File: config.mk
export PLATFORM = sky130hd
export DESIGN_NAME = ksz_bus_ctrl
export DESIGN_NICKNAME = d
export VERILOG_FILES = /design/src/rtl/ksz_bus_ctrl.sv
export SDC_FILE = /design/constraint.sdc
export NUM_CORES = 1
export LEC_CHECK = 0
export BUFFER_PORTS_ARGS = -buffer_cell sky130_fd_sc_hd__buf_4
export CAP_MARGIN = 40
export CORE_MARGIN = 2
export CORE_UTILIZATION = 30
export DETAILED_ROUTE_END_ITERATION = 8
export HOLD_SLACK_MARGIN = 0.02
export PLACE_DENSITY_LB_ADDON = 0.08
export SLEW_MARGIN = 10
export SYNTH_ARGS = -nofsm -noshare
export SYNTH_HDL_FRONTEND = slang
export SYNTH_SLANG_ARGS = --single-unit
export TNS_END_PERCENT = 5
File: constraint.sdc
create_clock -name clk40m -period 3.3 [get_ports clk40m]
set_clock_uncertainty 0.15 [all_clocks]
set_input_delay 0.33 -clock clk40m [delete_from_list [all_inputs] [get_ports clk40m]]
set_output_delay 0.33 -clock clk40m [all_outputs]
set_load 0.02 [all_outputs]
File: src/rtl/ksz_bus_ctrl.sv
// ksz_bus_ctrl: host-bus access engine for the KSZ8851 16-bit Ethernet
// controller. Each command from the initiator becomes one command (address)
// cycle followed by one data read or data write cycle on CSn/RDn/WRn/CMD/SD.
//
// Optional build macro: BUS_ACCESS_COUNT_EN adds rdCount/wrCount access
// counters. Without it those ports and their logic are absent.
//
// Handshake: the initiator holds NewCommand=1 with offset/length/WR valid.
// NewCommand is sampled only in Wait, Read2 and Write2. offset/length/WR
// are captured on the edge that enters Addr0. writeData is captured on the
// edge that enters Write0. readData is updated at the end of Read1 and holds
// until the next Read1 completes.
//
// Ports:
//   clk40m      in   40 MHz clock
//   reset       in   asynchronous, active-low reset
//   offset      in   [7:0] register byte address
//   length      in   1 = 16-bit word access, 0 = byte access
//   WR          in   1 = write, 0 = read
//   writeData   in   [15:0] write data
//   NewCommand  in   command request level
//   readData    out  [15:0] last read result
//   state       out  [3:0] current FSM state (published for pipelining)
//   eth_csn     out  chip select, active low
//   eth_rdn     out  read strobe, active low
//   eth_wrn     out  write strobe, active low
//   eth_cmd     out  1 = command cycle, 0 = data cycle
//   sd_out      out  [15:0] bus drive value
//   sd_oe       out  bus output enable
//   sd_in       in   [15:0] bus sample value
//   rdCount     out  [15:0] completed reads (BUS_ACCESS_COUNT_EN only)
//   wrCount     out  [15:0] completed writes (BUS_ACCESS_COUNT_EN only)
module ksz_bus_ctrl #(
    parameter int ADDR_STROBE   = 1,  // cycles WRn held low in Addr1 (>= 1)
    parameter int STROBE_CYCLES = 1   // cycles spent in Read0/Write0 (>= 1)
) (
    input  logic        clk40m,
    input  logic        reset,
    input  logic [7:0]  offset,
    input  logic        length,
    input  logic        WR,
    input  logic [15:0] writeData,
    input  logic        NewCommand,
    output logic [15:0] readData,
    output logic [3:0]  state,
    output logic        eth_csn,
    output logic        eth_rdn,
    output logic        eth_wrn,
    output logic        eth_cmd,
    output logic [15:0] sd_out,
    output logic        sd_oe,
    input  logic [15:0] sd_in
`ifdef BUS_ACCESS_COUNT_EN
    ,
    output logic [15:0] rdCount,
    output logic [15:0] wrCount
`endif
);

    localparam logic [3:0] S_ADDR0  = 4'd0;
    localparam logic [3:0] S_ADDR1  = 4'd1;
    localparam logic [3:0] S_ADDR2  = 4'd2;
    localparam logic [3:0] S_READ0  = 4'd3;
    localparam logic [3:0] S_READ1  = 4'd4;
    localparam logic [3:0] S_READ2  = 4'd5;
    localparam logic [3:0] S_WRITE0 = 4'd6;
    localparam logic [3:0] S_WRITE1 = 4'd7;
    localparam logic [3:0] S_WRITE2 = 4'd8;
    localparam logic [3:0] S_WAIT   = 4'd9;

    // 8-bit dwell counter: both strobe parameters must stay below 257.
    localparam logic [7:0] ADDR_LAST   = 8'(ADDR_STROBE - 1);
    localparam logic [7:0] STROBE_LAST = 8'(STROBE_CYCLES - 1);

    logic [3:0]  cur_state;
    logic [3:0]  next_state;
    logic [7:0]  cnt;
    logic        wr_lat;
    logic [15:0] sd_reg;
    logic [3:0]  be;
    logic [15:0] cmd_word;

    assign state  = cur_state;
    assign sd_out = sd_reg;

    // Byte enables: a word uses one half selected by offset[1], a byte uses
    // one lane selected by offset[1:0].
    always_comb begin
        be = 4'b0000;
        if (length) begin
            be = offset[1] ? 4'b1100 : 4'b0011;
        end else begin
            be = 4'b0001 << offset[1:0];
        end
    end

    assign cmd_word = {be, 4'b0000, offset[7:2], 2'b00};

    // State register. Async reset returns to Wait, which drives every strobe
    // inactive combinationally, so an interrupted access ends on that edge.
    always_ff @(posedge clk40m or negedge reset) begin
        if (!reset) begin
            cur_state <= S_WAIT;
        end else begin
            cur_state <= next_state;
        end
    end

    // Next-state logic.
    always_comb begin
        next_state = cur_state;
        case (cur_state)
            S_WAIT:   if (NewCommand) next_state = S_ADDR0;
            S_ADDR0:  next_state = S_ADDR1;
            S_ADDR1:  if (cnt == ADDR_LAST) next_state = S_ADDR2;
            S_ADDR2:  next_state = wr_lat ? S_WRITE0 : S_READ0;
            S_READ0:  if (cnt == STROBE_LAST) next_state = S_READ1;
            S_READ1:  next_state = S_READ2;
            S_READ2:  next_state = NewCommand ? S_ADDR0 : S_WAIT;
            S_WRITE0: if (cnt == STROBE_LAST) next_state = S_WRITE1;
            S_WRITE1: next_state = S_WRITE2;
            S_WRITE2: next_state = NewCommand ? S_ADDR0 : S_WAIT;
            default:  next_state = S_WAIT;
        endcase
    end

    // Output decode, purely from state so strobes follow reset instantly.
    always_comb begin
        eth_csn = 1'b1;
        eth_rdn = 1'b1;
        eth_wrn = 1'b1;
        eth_cmd = 1'b0;
        sd_oe   = 1'b0;
        case (cur_state)
            S_ADDR0:  begin eth_csn = 1'b0; eth_cmd = 1'b1; sd_oe = 1'b1; end
            S_ADDR1:  begin eth_csn = 1'b0; eth_cmd = 1'b1; sd_oe = 1'b1; eth_wrn = 1'b0; end
            S_ADDR2:  begin eth_csn = 1'b0; sd_oe = 1'b1; end
            S_READ0:  begin eth_csn = 1'b0; eth_rdn = 1'b0; end
            S_READ1:  begin eth_csn = 1'b0; eth_rdn = 1'b0; end
            S_WRITE0: begin eth_csn = 1'b0; eth_wrn = 1'b0; sd_oe = 1'b1; end
            S_WRITE1: begin eth_csn = 1'b0; eth_wrn = 1'b0; sd_oe = 1'b1; end
            // Bus kept driven one cycle past the strobe for data hold time.
            S_WRITE2: begin sd_oe = 1'b1; end
            default:  ;
        endcase
    end

    // Datapath: dwell counter, command latch, bus data and read capture.
    always_ff @(posedge clk40m or negedge reset) begin
        if (!reset) begin
            cnt      <= 8'd0;
            wr_lat   <= 1'b0;
            sd_reg   <= 16'h0000;
            readData <= 16'h0000;
`ifdef BUS_ACCESS_COUNT_EN
            rdCount  <= 16'h0000;
            wrCount  <= 16'h0000;
`endif
        end else begin
            cnt <= (next_state != cur_state) ? 8'd0 : cnt + 8'd1;
            if (next_state == S_ADDR0) begin
                wr_lat <= WR;
                sd_reg <= cmd_word;
            end
            if (cur_state == S_ADDR2 && next_state == S_WRITE0) begin
                sd_reg <= writeData;
            end
            if (cur_state == S_READ1) begin
                readData <= sd_in;
            end
`ifdef BUS_ACCESS_COUNT_EN
            if (cur_state == S_READ1)  rdCount <= rdCount + 16'd1;
            if (cur_state == S_WRITE1) wrCount <= wrCount + 16'd1;
`endif
        end
    end

endmodule
==> results.toml, run 1 <==
[setup_path]
crit_end = "sd_out[6]"
crit_fanout = 12
r2r-end = "sd_out[6]"
crit_path_end_kind = "register"
crit_path_start = "cnt[0]"
timing.rr.start = "cnt[0]"
critPathRequiredTime_ns = 3.31
rrSetupSlack_ns = 0.45
r2r_cells = 7
crit_arrival_ns = 2.86
crit_type = "register to register"
startpoint_type = "register"

[timing]
hold_viol = 0
rsz0062_at_grt = "no"
setup_viol = 0
worst_pin_slew_ns = 0.648
finalCriticalPeriod_ns = 2.85
fmax_mhz = 351
max-slew-margin-rel_pct = 56.6
period_share_pct = 86.3
drv_slew = 0
fin_setup_tns_ns = 0

[synth]
synth_area_per_cell_um2 = 10.4
syn_area_um2 = 2300
synthTopCellsByArea = "dfrtp_1 47%, mux2_2 7.8%, a211oi_2 5.4%"
synth_nets = 268
ys_ff_latch = 45
ys.flop_type = "dfrtp_1"
synth-edff-count = 0
synth_top_area_share_pct = 46.7
synthArstFlopShare_pct = 100
netlist.top_cell.by_area = "dfrtp_1"
ys_warn_count = 0
yosysUniqueCellTypes = 45
syn_inst = 221
ys_seq_area_share_pct = 49.0

[grt]
grt_pass1_vias = 1879
grt_max_degree = 46
grt_pass1_wl_um = 9330
grtUsageTotal_pct = 13.8
antenna_found_initial = 0
grt_overflow = 0

[routing]
drt-vias-per-instance = 4.79
routed_wl_um = 5600
drtAntennaViolNets = 0
first_pass_iters = 4
dr.first_iter.drc_count = 85
vias = 1935
route.detailed.drc = 0
wire_per_inst_um = 13.9

[cts]
hold_buffers = 1
clock_tree.buffer_depth = 2
cts_tree = "built"
path_clk_slew_ns = 0.09
root_buffer = "clkbuf_8"
clock_sinks = 45
htreeDepth = 2
post_cts_resized = 0
clk_latency_ns = 0.30
post_cts_buffers = 0
cts-buffers-inserted = 5

[power_and_ir_drop]
powerDensity_nw_per_um2 = 1060
leakage_nw = 1.43
ir_drop_mv = 0.308
power_mw = 3.39

[place]
place_congestion = 0.722
io_buffers = 85
dp_hpwl_um = 4120

[floorplanning]
dieArea_um2 = 8400
core-area_um2 = 7330
rows = 31
die_w_um = 91.7
io_pins = 86
chipHeight_um = 91.7
start_util_pct = 31.4

[layout]
final_nets = 351
layout_commonest_cell = "buf_4"
drive_above_1_share_pct = 43.9
diodes = 0
syn2layout_area_growth_pct = 38.0
final_cell_mix = "88 x buf_4, 43 x dfrtp_1, 22 x nor2_1"

[status]
status = "completed"

[run]
maxCapViolCount = 0

[hold_path]
hold_path_class = "input port to register"
min-delay-start = "writeData[11]"
worst max-delay path, stage by stage (launching register included):
cell	delay, ns
dfrtp_1	0.43
inv_1	0.07
ha_1	0.15
or4b_1	0.46
or4_4	0.54
o21ai_2	0.22
or3_1	0.55
a211oi_2	0.14
power by group:
part	switching, mW	internal [mW]
clock network	0.201	0.301
registers	0.182	0.795
logic	1.06	0.843
total	1.45	1.94
routing by layer:
layer,track usage [%],routed length (um)
met3,3.70,409
met1,19.0,2660
met5,0,0
met4,4.67,58
met2,20.9,2470
worst min path at each step:
| stage | end | slack, ns | cells after the start |
|---|---|---|---|
| after floorplan | cnt[0] | -0.12 | 0 |
| after global placement | readData[15] | 0.23 | 1 |
| after detailed placement | readData[15] | 0.23 | 1 |
| after CTS | sd_out[11] | 0.07 | 3 |
| after global routing | sd_out[0] | 0.08 | 3 |
| final | sd_out[11] | 0.08 | 3 |
stage by stage:
step | worst slack [ns] | area [um2] | hold slack [ns] | std cells | util (%)
4_1_cts | 0.441 | 3180 | 0.0693 | 404 | 43.4
3_3_place_gp | 0.483 | 3030 | 0.228 | 394 | 41.3
6_report | 0.451 | 3180 | 0.0765 | 404 | 43.4
2_1_floorplan | 0.977 | 2300 | -0.116 | 221 | -
5_1_grt | 0.277 | 3180 | 0.0841 | 404 | 43.4
3_5_place_dp | 0.453 | 3040 | 0.228 | 395 | 41.4
layout make-up:
cell class	count	area, um2
clock buffer	5	68.8
clock inverter	3	65.1
fill	737	4150
inverter	7	26.3
multi-input combinational	155	1090
sequential	45	1130
tap	99	124
timing repair buffer	90	682
synthesized netlist by cell type, types with 2 or more instances:
master,n
dfrtp_1,43
or3_1,3
and3_1,3
o21ai_1,3
nand2b_1,4
nand3_1,4
a211oi_2,10
inv_1,7
buf_2,4
nor2_1,22
mux2_2,16
xor2_1,4
xnor2_1,2
a211o_1,2
nor4_1,8
dfstp_2,2
nand3b_1,2
o21ai_0,7
nand2_1,19
a21o_1,3
nand4_1,2
nor3_1,12
clkbuf_1,8
ha_1,2
nor4b_1,2
nor3_2,2
a21oi_1,7
sequential cells by signal (all words and copies together), names as in the netlist:
name and cells:
readData 16, sd_out 16, cnt 8, state 4, wr_lat 1
kinds of logic (layout without fill, tap and decap cells):
| kind of cell | after synthesis | count (layout) | share of synthesized area [%] |
|---|---|---|---|
| multiplexers | 18 | 18 | 8.90 |
| adder cells (fa/ha/maj) | 2 | 2 | 1.09 |
| XOR/XNOR | 6 | 6 | 2.28 |
| AND/OR/NAND/NOR | 89 | 89 | 20.4 |
| flip-flops | 45 | 45 | 49.0 |
| AO/OA/AOI/OAI | 40 | 40 | 14.2 |
| buffers and inverters | 21 | 105 | 4.13 |
No activity file was read; power rests on OpenSTA's default activity.
==> run 2, diff against run 1 <==
--- a/config.mk
+++ b/config.mk
@@ -7,6 +7,8 @@
 export LEC_CHECK = 0
 export BUFFER_PORTS_ARGS = -buffer_cell sky130_fd_sc_hd__buf_4
 export CAP_MARGIN = 40
+export CELL_PAD_IN_SITES_DETAIL_PLACEMENT = 0
+export CELL_PAD_IN_SITES_GLOBAL_PLACEMENT = 1
 export CORE_MARGIN = 2
 export CORE_UTILIZATION = 30
 export DETAILED_ROUTE_END_ITERATION = 8
==> run 2 against run 1 <==
Non-clock buffer count fell by 1. Sequential share of layout area rose by 0.30 points. Count of clock-buffer cells in the layout did not move. Fmax fell by 0.43%. Flip-flop and latch count did not move. Power fell by 1.9%. First-iteration DRC count fell by 9.4%. Die area did not move. Cell area fell by 0.83%. Combinational power barely moved. Critical path type unchanged. Via count rose by 0.57%. Critical path depth did not move.
==> results.toml, run 2 (synthesis results as in run 1) <==
[power_and_ir_drop]
p_seq_share_pct = 30.1
powerDensity_nw_per_um2 = 1050
pwr-share-comb_pct = 57.0
power_switching_mw = 1.46
pwr-share-clk_pct = 12.9
power_mw = 3.32
leakage_nw = 1.41
intPower_mw = 1.86
ir_drop_mv = 0.426
swShare_pct = 44.0

[cts]
htreeDepth = 2
cts_tree = "built"
path_clk_slew_ns = 0.09
root_buffer = "clkbuf_8"
clock_tree.buffer_depth = 2
post_cts_buffers = 0
cts-buffers-inserted = 5
clock_sinks = 45
clk_latency_ns = 0.30

[layout]
final_cell_mix = "87 x buf_4, 43 x dfrtp_1, 22 x nor2_1"
n_fill_cell = 730
syn2layout_area_growth_pct = 36.9
drive_above_1_share_pct = 43.8
diodes = 0
fin_cells = 403
seq_area_um2 = 1130
final_nets = 350
multi_input_area_um2 = 1090
layout_commonest_cell = "buf_4"

[floorplanning]
core-area_um2 = 7330
dieArea_um2 = 8400
io_pins = 86
rows = 31
die_w_um = 91.7
start_util_pct = 31.4
chipHeight_um = 91.7

[setup_path]
crit_type = "register to register"
rrSetupSlack_ns = 0.44
crit_family = "simple AND/OR/NAND/NOR gates"
cpMaxStageDelayCell = "or4_4"
max_stage_delay_ns = 0.54
crit_arrival_ns = 2.87
path_cells = "inv_1, ha_1, or4b_1, or4_4, o21ai_2, or3_1, a211oi_2"
crit_path_end_kind = "register"
crit_fanout = 12
startpoint_type = "register"
path_buf_inv = 1
critPathRequiredTime_ns = 3.31

[timing]
setup_viol = 0
drv_slew = 0
max-slew-margin-rel_pct = 57.2
worst_pin_slew_ns = 0.639
period_share_pct = 86.7
fin_setup_tns_ns = 0
finalCriticalPeriod_ns = 2.86
rsz0062_at_grt = "no"
fmax_mhz = 350
whs_ns = 0.0817
hold_viol = 0

[place]
dp_hpwl_um = 4240
place_congestion = 0.782
io_buffers = 85
placedCellCount = 394

[routing]
routed_wl_um = 5810
drt-vias-per-instance = 4.83
drtAntennaViolNets = 0
route.detailed.drc = 0
dr.first_iter.drc_count = 77
first_pass_iters = 4
wire_per_inst_um = 14.4
vias = 1946

[status]
status = "completed"

[grt]
grt_max_degree = 46
grtUsageMet2_pct = 21.8
grt_use_met1_pct = 20.4
grtUsageTotal_pct = 14.1
grt_pass1_vias = 1872
grt_pass1_wl_um = 9580
busiest_layer = "met2"
grtUsageMet3_pct = 3.12
grt_overflow = 0
antenna_found_initial = 0

[hold_path]
hold_path_class = "input port to register"

[run]
maxCapViolCount = 0
-- run 2: changes by cell type in the layout (fill, tap and decap cells not counted) --
| cell | change |
|---|---|
| clkinvlp_4 | +1 |
| clkinv_2 | -1 |
| clkinv_4 | +1 |
| bufinv_16 | -1 |
| buf_4 | -1 |
-- run 2: metrics by stage --
step           setup slack, ns  instance area, um2  util (%)
6_report                 0.439                3150      43.0
2_1_floorplan            0.977                2300         -
4_1_cts                  0.421                3150      43.0
3_5_place_dp             0.445                3030      41.3
3_3_place_gp             0.475                3020      41.2
5_1_grt                  0.271                3150      43.0
-- run 2: layout make-up --
| cell class | count | area share (%) |
|---|---|---|
| Clock buffer | 5 | 2.18 |
| Clock inverter | 3 | 1.47 |
| Inverter | 7 | 0.833 |
| Multi-Input combinational cell | 155 | 34.4 |
| Sequential cell | 45 | 35.8 |
| Tap cell | 99 | 3.93 |
| Timing Repair Buffer | 89 | 21.4 |
-- run 2: routing by layer --
metal	vias to the layer above	wire [um]
met5	-	0
met3	4	293
met4	0	45
met2	46	2670
li1	952	-
met1	944	2810
-- run 2: power by group through the flow --
stage / clock [mW] / combinational (mW) / sequential [mW]
after floorplan: 0 / 1.11 / 1.18
after global placement: 0 / 1.91 / 1.00
after detailed placement: 0 / 1.92 / 1.01
after CTS: 0.442 / 1.93 / 1.00
after global routing: 0.465 / 2.05 / 1.04
final: 0.427 / 1.89 / 1.00
-- run 2: path summary, 6_finish.rpt --
check	start	endpoint	cells past startpoint
worst max-delay path	cnt[0]	sd_out[7]	7
worst min-delay path	writeData[11]	sd_out[11]	3
worst max register to register	cnt[0]	sd_out[7]	7
worst min register to register	readData[12]	readData[12]	1
max in group asynchronous	reset	sd_out[0]	2
min in group asynchronous	reset	readData[14]	2
-- run 2: repair_timing --
action | 4_1_cts | 5_1_grt
hold endpoints to repair | 43 | 0
hold buffers | 1 | 0
resized for setup | 0 | 0
-- run 2: worst min-delay path, stage by stage --
cell     delay, ns
buf_4         0.08
nand2_1       0.03
o21ai_0       0.05
